`src/rtl/cv32e40s_pkg.sv`:
```
// ============================================================================
// Module      : cv32e40s_pkg
// Description : Shared types for the instruction-side OBI path: the response
//               payload and the per-transaction bookkeeping entry used by the
//               instruction OBI arbiter's in-order ID FIFO.
// Revision    : 1.0 - initial release
// ============================================================================
`default_nettype none

package cv32e40s_pkg;

    // OBI instruction response payload, passed unchanged to both requesters
    typedef struct packed {
        logic [31:0] rdata;
        logic        err;
    } inst_resp_t;

    // One in-flight transaction: which requester owns it, and whether its
    // response must be swallowed because the owner was killed meanwhile
    typedef struct packed {
        logic id;
        logic discard;
    } obi_arb_entry_t;

    localparam logic c_REQ0 = 1'b0;
    localparam logic c_REQ1 = 1'b1;

endpackage : cv32e40s_pkg

`default_nettype wire

```
`src/rtl/cv32e40s_obi_id_fifo.sv`:
```
// ============================================================================
// Module      : cv32e40s_obi_id_fifo
// Description : In-order circular FIFO of requester IDs for issued OBI
//               transactions. Pushes are ignored when full, pops when empty.
//               A kill marks every requester-0 entry as discard; the head
//               output already reflects a kill in the same cycle.
// Ports       : clk, rst          - clock, synchronous active-high reset
//               i_push, i_push_id - record a newly issued transaction
//               i_pop             - retire the head entry
//               i_kill0           - mark all requester-0 entries discard
//               o_head            - current head entry
//               o_cnt             - number of stored entries
// Revision    : 1.0 - initial release
// ============================================================================
`default_nettype none

module cv32e40s_obi_id_fifo
    import cv32e40s_pkg::*;
#(
    parameter int DEPTH     = 2,
    parameter int CNT_WIDTH = $clog2(DEPTH + 1)
) (
    input  logic                 clk,
    input  logic                 rst,
    input  logic                 i_push,
    input  logic                 i_push_id,
    input  logic                 i_pop,
    input  logic                 i_kill0,
    output obi_arb_entry_t       o_head,
    output logic [CNT_WIDTH-1:0] o_cnt
);

    localparam int               PTR_W      = (DEPTH > 1) ? $clog2(DEPTH) : 1;
    localparam logic [PTR_W-1:0] c_PTR_LAST = PTR_W'(DEPTH - 1);

    obi_arb_entry_t       r_mem [DEPTH];
    logic [PTR_W-1:0]     r_wptr;
    logic [PTR_W-1:0]     r_rptr;
    logic [CNT_WIDTH-1:0] r_cnt;

    logic w_push;
    logic w_pop;

    function automatic logic [PTR_W-1:0] next_ptr(input logic [PTR_W-1:0] ptr);
        return (ptr == c_PTR_LAST) ? '0 : ptr + 1'b1;
    endfunction

    assign w_push = i_push & (r_cnt != CNT_WIDTH'(DEPTH));
    assign w_pop  = i_pop & (r_cnt != '0);

    always_ff @(posedge clk) begin
        if (rst) begin
            r_wptr <= '0;
            r_rptr <= '0;
            r_cnt  <= '0;
        end else begin
            if (w_push) begin
                r_wptr <= next_ptr(r_wptr);
            end
            if (w_pop) begin
                r_rptr <= next_ptr(r_rptr);
            end
            if (w_push && !w_pop) begin
                r_cnt <= r_cnt + 1'b1;
            end else if (w_pop && !w_push) begin
                r_cnt <= r_cnt - 1'b1;
            end
        end
    end

    // Storage needs no reset: empty pointers make stale entries unreachable.
    // The push write comes last so an entry issued during a kill stays live.
    always_ff @(posedge clk) begin
        for (int i = 0; i < DEPTH; i++) begin
            if (i_kill0 && (r_mem[i].id == c_REQ0)) begin
                r_mem[i].discard <= 1'b1;
            end
        end
        if (w_push) begin
            r_mem[r_wptr] <= '{id: i_push_id, discard: 1'b0};
        end
    end

    assign o_head.id      = r_mem[r_rptr].id;
    assign o_head.discard = r_mem[r_rptr].discard
                          | (i_kill0 & (r_mem[r_rptr].id == c_REQ0));
    assign o_cnt          = r_cnt;

endmodule : cv32e40s_obi_id_fifo

`default_nettype wire

```
`src/rtl/cv32e40s_instr_obi_arbiter.sv`:
```
// ============================================================================
// Module      : cv32e40s_instr_obi_arbiter
// Description : Round-robin sharing of the instruction OBI interface between
//               the prefetcher (requester 0) and an auxiliary fetcher
//               (requester 1). Holds the granted address stable while
//               stalled, caps outstanding transactions, and routes responses
//               in order to their owner, dropping killed requester-0 ones.
// Ports       : clk, rst                      - clock, sync active-high reset
//               req0_*/req1_*                 - requester address handshakes
//               kill0_i                       - discard in-flight req0 traffic
//               trans_valid_o/ready_i/addr_o  - OBI address phase
//               resp_valid_i, resp_i          - OBI response phase
//               resp0_valid_o/resp1_valid_o   - routed response strobes
//               resp_o                        - response payload (broadcast)
//               outstnd_cnt_o, busy_o         - outstanding transaction state
// Revision    : 1.0 - initial release
// ============================================================================
`default_nettype none

module cv32e40s_instr_obi_arbiter
    import cv32e40s_pkg::*;
#(
    parameter int MAX_OUTSTND = 2,
    parameter int CNT_WIDTH   = $clog2(MAX_OUTSTND + 1)
) (
    input  logic                 clk,
    input  logic                 rst,
    input  logic                 req0_valid_i,
    output logic                 req0_ready_o,
    input  logic [31:0]          req0_addr_i,
    input  logic                 req1_valid_i,
    output logic                 req1_ready_o,
    input  logic [31:0]          req1_addr_i,
    input  logic                 kill0_i,
    output logic                 trans_valid_o,
    input  logic                 trans_ready_i,
    output logic [31:0]          trans_addr_o,
    input  logic                 resp_valid_i,
    input  inst_resp_t           resp_i,
    output logic                 resp0_valid_o,
    output logic                 resp1_valid_o,
    output inst_resp_t           resp_o,
    output logic [CNT_WIDTH-1:0] outstnd_cnt_o,
    output logic                 busy_o
);

    logic r_lock;
    logic r_lock_id;
    logic r_last_gnt;

    logic                 w_winner;
    logic                 w_winner_valid;
    logic                 w_slot_free;
    logic                 w_issue;
    logic                 w_stall;
    logic                 w_pop;
    obi_arb_entry_t       w_head;
    logic [CNT_WIDTH-1:0] w_cnt;

    // A stalled request keeps its grant so the OBI address cannot change
    always_comb begin
        w_winner = c_REQ0;
        if (r_lock) begin
            w_winner = r_lock_id;
        end else if (req0_valid_i && req1_valid_i) begin
            w_winner = ~r_last_gnt;
        end else if (req1_valid_i) begin
            w_winner = c_REQ1;
        end
    end

    assign w_winner_valid = (w_winner == c_REQ1) ? req1_valid_i : req0_valid_i;

    // Uses only the registered count, so a same-cycle response never frees a
    // slot and there is no path from resp_valid_i to trans_valid_o
    assign w_slot_free    = (w_cnt < CNT_WIDTH'(MAX_OUTSTND));

    assign trans_valid_o  = ~rst & w_winner_valid & w_slot_free;
    assign trans_addr_o   = (rst || !w_winner_valid) ? 32'h0 :
                            ((w_winner == c_REQ1) ? req1_addr_i : req0_addr_i);

    assign w_issue        = trans_valid_o & trans_ready_i;
    assign w_stall        = trans_valid_o & ~trans_ready_i;
    assign req0_ready_o   = w_issue & (w_winner == c_REQ0);
    assign req1_ready_o   = w_issue & (w_winner == c_REQ1);

    // A response with nothing outstanding is a protocol error and is ignored
    assign w_pop          = ~rst & resp_valid_i & (w_cnt != '0);
    assign resp0_valid_o  = w_pop & ~w_head.discard & (w_head.id == c_REQ0);
    assign resp1_valid_o  = w_pop & ~w_head.discard & (w_head.id == c_REQ1);
    assign resp_o         = resp_i;

    assign outstnd_cnt_o  = w_cnt;
    assign busy_o         = (w_cnt != '0);

    always_ff @(posedge clk) begin
        if (rst) begin
            r_lock     <= 1'b0;
            r_lock_id  <= c_REQ0;
            r_last_gnt <= c_REQ1;   // requester 0 wins the first contest
        end else begin
            r_lock    <= w_stall;
            r_lock_id <= w_winner;
            if (w_issue) begin
                r_last_gnt <= w_winner;
            end
        end
    end

    cv32e40s_obi_id_fifo #(
        .DEPTH     (MAX_OUTSTND),
        .CNT_WIDTH (CNT_WIDTH)
    ) u_id_fifo (
        .clk       (clk),
        .rst       (rst),
        .i_push    (w_issue),
        .i_push_id (w_winner),
        .i_pop     (w_pop),
        .i_kill0   (kill0_i),
        .o_head    (w_head),
        .o_cnt     (w_cnt)
    );

endmodule : cv32e40s_instr_obi_arbiter

`default_nettype wire

```
`config.mk`:
```
export PLATFORM = sky130hd
export DESIGN_NAME = cv32e40s_instr_obi_arbiter
export DESIGN_NICKNAME = d
export VERILOG_FILES = /design/src/rtl/cv32e40s_pkg.sv /design/src/rtl/cv32e40s_obi_id_fifo.sv /design/src/rtl/cv32e40s_instr_obi_arbiter.sv
export SDC_FILE = /design/constraint.sdc
export NUM_CORES = 1
export LEC_CHECK = 0
export ABC_AREA = 1
export CORE_MARGIN = 3
export CORE_UTILIZATION = 25
export DETAILED_ROUTE_END_ITERATION = 12
export PLACE_DENSITY = 0.83
export SYNTH_ARGS = -nofsm -noshare
export SYNTH_HDL_FRONTEND = slang
export SYNTH_SLANG_ARGS = --single-unit
export TNS_END_PERCENT = 20
```
`constraint.sdc`:
```
create_clock -name clk -period 1.9 [get_ports clk]
set_input_delay 0.19 -clock clk [delete_from_list [all_inputs] [get_ports clk]]
set_output_delay 0.19 -clock clk [all_outputs]
set_load 0.02 [all_outputs]
```
==> metrics.txt, run 1 <==
outcome completed; most common cell after layout, fill and taps aside clkdlybuf4s50_1; Pwr Density 529 nW/um2; Cell Area, Synth 1280 um2; critical path required time 2.09 ns; number of clock sinks 12; post-layout minimum cycle time about 1.8 ns; Max IR drop VDD 245 uV; first-pass GRT wire length 7.13 mm; Worst Setup Path Type primary input to flip-flop; # diodes 0; Setup Buffers After CTS 0; slowest CP cell clkdlybuf4s50_1; class of the worst hold path primary input to output port; Initial DRC Count between 60 and 70; Final setup viols 0; Pre-antenna DRT Iters 4; final hold slack 0.380 ns; number of fill cells in the layout roughly 520; GRT overflow 0; CTS Buf Count 3; Slew headroom 0.857; Starting Density 0.265; synthesized flop and latch total 12; area occupied by multi-input gates around 670 um2; FMAX around 550 MHz; Top FF cell, synth dfxtp_1; register area between 200 and 300 um2; fin nets 400; Tcrit/Tclk final 0.956; Die Area about 6000 um2; Core Rows 25; worst skew pair latency approximately 0.24 ns; worst slew pin tran around 0.21 ns; share of cells above drive strength 1 0.214; max-slew violations 0; Clock Tree Root clkbuf_8; met3 WL post-DR approximately 390 um; DR DRC count 0; Pwr Total 1.17 mW; Yosys top cell area share 0.216; largest net degree at the start of global routing 25; Clock transition at path regs about 0.050 ns; Routed Antenna Nets 0; worst slack, placed -0.322 ns; IO Pins around 180; asr flop ratio synth 0; Die Height approximately 78 um; highest metal used met4; Post-DP HPWL roughly 3.8 mm; syn_area_per_cell 6.17 um2; RSZ-0062 raised after global routing true; EDFF count, synth 2; Area Overhead vs Synth 72.8%; fin worst setup slack about 0.085 ns; crit-path cells clkdlybuf4s50_1 > nand2_1 > nand3_2 > nand3_2 > buf_4 > nand4_4 > inv_1 > ha_1 > a21oi_1 > o21ai_1 > a21oi_1 > o21a_1; leakage power 1.04 nW; routability congestion estimate around 0.78; Max Cap Viol 0; via count roughly 1600; most frequent cells in the layout clkdlybuf4s50_1, nand2_1, a21oi_1; Netlist cell types 23; Max FO, Critical Path 5; Wirelength per Cell 12.6 um; vias per cell 4.34; CP Data Arrival Time 2.00 ns; top post-synthesis cells by area buf_4, nand2_1, dfxtp_1, a21oi_1, edfxtp_1; initial antenna violation count 0; WL final approximately 4.6 mm; area leader, netlist buf_4; CTS max path bufs 2; Buffers & Inverters on Critical Path 3; Cells after Synth between 200 and 250; Syn Nets 313; CORE AREA 4850 um2; I/O Buffers 110; Synth warnings 0; vias in the first global route 1611; Clock Skews approximately 0.0011 ns; Critical Path Max Stage Delay 0.50 ns; total global-route track usage 0.146; register area share after synthesis 0.203; CTS tree yes; Max H-tree Level 1; Crit. End Element flip-flop; metal2 WL ~2.3 mm; startpoint class of the critical path primary input; die extent in x between 70 and 80 um; met1 wire length roughly 1.7 mm; CP delay by family, top buffers and inverters; Fin. Hold Viols 0
==> power by group <==
group / total (mW) / switching (mW) / internal, mW
clock network: 0.272 / 0.0892 / 0.183
logic: 0.598 / 0.292 / 0.305
registers: 0.304 / 0.0160 / 0.288
==> cells in the mapped netlist (2+ instances only) <==
cell / number
nor2_2: 2
edfxtp_1: 2
nor2_1: 14
nand2_1: 72
nand2_2: 2
dfxtp_1: 10
a21oi_1: 36
xor2_1: 2
buf_2: 6
buf_4: 37
nand3_2: 2
inv_1: 11
o21ai_0: 2
==> timing repair <==
item	CTS	global route
hold buffers	0	0
setup endpoints to repair	37	36
pin swaps	0	0
gates resized for setup	70	49
gates cloned	0	0
==> kinds of logic after synthesis <==
logic type,after synthesis,synth area share
muxes,1,0.00780
buffers and inverters,55,0.276
DFF,12,0.203
AOI/OAI and AO/OA,40,0.160
adders and majority gates,1,0.00975
xor gates and xnor gates,2,0.0136
and+or+nand+nor,97,0.330
==> final timing paths <==
check | from | cells past startpoint | to | slack (ns)
setup / recovery | req0_valid_i | 12 | u_id_fifo.o_cnt[1]$_SDFFE_PP0P_ | 0.08
hold / removal | resp_i[12] | 0 | resp_o[12] | 0.38
setup reg to reg | r_lock$_SDFF_PP0_ | 11 | u_id_fifo.o_cnt[1]$_SDFFE_PP0P_ | 0.18
hold reg to reg | r_last_gnt$_SDFFE_PP1N_ | 2 | r_last_gnt$_SDFFE_PP1N_ | 0.46
==> layer usage <==
metal	track usage	vias up
li1	-	794
met3	0.0429	16
met1	0.148	670
met4	0.0890	0
met2	0.261	86
met5	0	-
==> through the flow <==
step | setup TNS, ns | utilization | cell area [um2] | std cells
3_5_place_dp | -10.15 | 0.482 | 2340 | 357
3_3_place_gp | -8.86 | 0.482 | 2340 | 357
2_1_floorplan | 0 | - | 1280 | 208
6_report | 0 | 0.458 | 2220 | 361
4_1_cts | 0 | 0.492 | 2390 | 361
5_1_grt | -0.0310 | 0.458 | 2220 | 361
==> final cells by class <==
class / instances / area share
inverters: 12 / 0.0209
well taps: 67 / 0.0378
clock buffers: 4 / 0.0248
flip-flops and latches: 12 / 0.117
repair buffers: 125 / 0.497
multi-input cells: 141 / 0.302
==> flip-flops by register name, summed over array words and instances, names as in the netlist, named ones only <==
signal and cells:
u_id_fifo.o_cnt 2, u_id_fifo.r_mem 4, r_last_gnt 1, r_lock 1
u_id_fifo.r_rptr 1, r_lock_id 1, u_id_fifo.r_wptr 1
Power figures use the tool's default switching activity.
==> run 2, diff against run 1 <==
Settings changed: CORE_UTILIZATION 25 to 22, PLACE_DENSITY 0.83 to 0.77.
Clock period 1.9 ns to 1.5 ns, I/O delays scaled along.
==> run 2 against run 1 <==
Effect of this change:
- the run now ends with setup timing left
- register-to-register slack lost 0.32 ns
- worst hold slack lost 0.080 ns
- critical path depth decreased by 1
- die area rose by 13%
- wire length increased by 12%
- setup slack got worse by 0.23 ns
- utilization increased by 2.6 points
- critical endpoint unchanged
- largest cell class unchanged
==> metrics.txt, run 2 (same netlist as run 1, synthesis figures left out) <==
Setup Total Neg Slack -3.79 ns (-3.79 ns); die extent in x 82.4 um (+6.1%); fin nets 416 (+4.0%); Max H-tree Level 1 (unchanged); # diodes 0 (unchanged); hold-fix buffer count after cts 0 (unchanged); Clock Tree Root clkbuf_8; first-pass GRT wire length 6.89 mm (-3.4%); Tcrit/Tclk final 1.09; Crit. End Element flip-flop; most frequent cells in the layout clkdlybuf4s50_1, nand2_1, buf_4; Max IR drop VDD 389 uV (+59%); fin worst setup slack -0.141 ns (-0.226 ns); share of cells above drive strength 1 0.394 (+0.179); routability congestion estimate 0.694 (-11%); critical path required time 1.69 ns (-0.40 ns); Routed Antenna Nets 0 (unchanged); placed cells 370 (+3.6%); worst hold start resp_i[23]; via count 1663 (+6.2%); CTS tree yes; DR DRC count 0 (unchanged); Post-DP HPWL 3.96 mm (+4.6%); Worst Setup Path Type flip-flop to flip-flop; Clock Skews 0.00260 ns (+0.00151 ns); Pwr Total 1.73 mW (+48%); Core Rows 27 (+8.0%); failing checks setup timing; RSZ-0062 raised after global routing true; worst slew pin tran 0.214 ns (+0.000301 ns); post-layout minimum cycle time 1.64 ns; Die Height 82.4 um (+6.1%); Max Cap Viol 0 (unchanged); most common cell after layout, fill and taps aside clkdlybuf4s50_1; Starting Density 0.230 (-0.0345); Clock transition at path regs 0.05 ns (about the same); Die Area 6790 um2 (+13%); max FFs per register 4 (unchanged); CORE AREA 5570 um2 (+15%); RR Startpoint r_lock$_SDFF_PP0_; Final setup viols 38 (+38); GRT overflow 0 (unchanged); Fin. Hold Viols 0 (unchanged); I/O Buffers 110 (unchanged); total global-route track usage 0.133 (-0.0132); IO Pins 177 (unchanged); Pwr Density 643 nW/um2 (+22%); Slew headroom 0.856 (-0.00126); Max FO, Critical Path 3 (-2); number of clock sinks 12 (unchanged); Pre-antenna DRT Iters 4 (unchanged); WL final 5.13 mm (+12%); final hold slack 0.300 ns (-0.0800 ns); CP Data Arrival Time 1.83 ns (-0.17 ns); Worst setup startpoint r_lock$_SDFF_PP0_; outcome finished, violations left; max-slew violations 0 (unchanged); class of the worst hold path primary input to output port; largest net degree at the start of global routing 28 (+12%); leakage power 1.18 nW (+14%); worst skew pair latency 0.25 ns (about the same); vias in the first global route 1536 (-4.7%); startpoint class of the critical path flip-flop; FMAX ~600 MHz; CTS Buf Count 3 (unchanged); Non-Filler Instances 382 (+5.8%); vias per cell 4.35 (+0.36%); initial antenna violation count 0 (unchanged); Area Overhead vs Synth 110%; Initial DRC Count 53 (-18%); Wirelength per Cell 13.4 um (+6.2%); CTS max path bufs 2 (unchanged); Top reg by flops u_id_fifo.r_mem
run 2: cell count changes in the layout (fill, tap and decap cells not counted), moves of 4 or more:
| cell | delta |
|---|---|
| buf_6 | +12 |
| clkbuf_2 | -22 |
| buf_2 | -11 |
| a21oi_1 | -19 |
| dfxtp_1 | -5 |
| buf_4 | +38 |
| nor2_4 | +4 |
| a21oi_2 | +19 |
| nand2_1 | -4 |
| inv_2 | +4 |
| inv_1 | -5 |
run 2: layer usage:
metal	vias up	global-route usage	share of wire
met2	72	0.256	0.56
met3	21	0.0119	0.055
met5	-	0	0
li1	826	-	-
met4	0	0.0980	0.044
met1	744	0.129	0.34
run 2: final timing paths:
kind	endpoint	slack, ns	cells past startpoint
worst max register to register	u_id_fifo.o_cnt[1]$_SDFFE_PP0P_	-0.14	11
worst max-delay path	u_id_fifo.o_cnt[1]$_SDFFE_PP0P_	-0.14	11
worst min register to register	u_id_fifo.r_mem[1][0]$_SDFF_PP0_	0.48	2
worst min-delay path	resp_o[23]	0.30	0
run 2: cell type report:
class	instances	area (um2)
Clock buffer	4	55.1
Fill cell	560	2880
Inverter	12	60.1
Multi-Input combinational cell	141	846
Sequential cell	12	272
Tap cell	72	90.1
Timing Repair Buffer	141	1370
run 2: report_power, final:
part | total (mW) | switching (mW) | internal (mW)
clock | 0.362 | 0.130 | 0.233
combinational | 0.977 | 0.452 | 0.525
sequential | 0.395 | 0.0262 | 0.369
run 2: per-stage QoR:
step / worst slack, ns / area [um2] / util
final: -0.141 / 2700 / 0.484
after global routing: -0.215 / 2700 / 0.484
after CTS: -0.167 / 2450 / 0.439
after detailed placement: -0.689 / 2440 / 0.439
after global placement: -0.662 / 2440 / 0.439
after floorplan: -0.0222 / 1340 / -
run 2: critical path, cell delays in order (launching register included):
cell	delay, ns
dfxtp_2	0.34
nand2_4	0.10
nor2_4	0.04
nor2_4	0.12
buf_6	0.12
nand4_4	0.11
inv_2	0.08
ha_4	0.20
a21oi_2	0.11
o21ai_2	0.09
a21oi_2	0.14
o21a_1	0.14
run 2: timing repair:
item / in CTS / in global routing
endpoints found under the setup margin: 43 / 41
gates cloned: 0 / 2
resized for setup: 196 / 43
pin swaps: 8 / 12
buffers inserted: 1 / 5
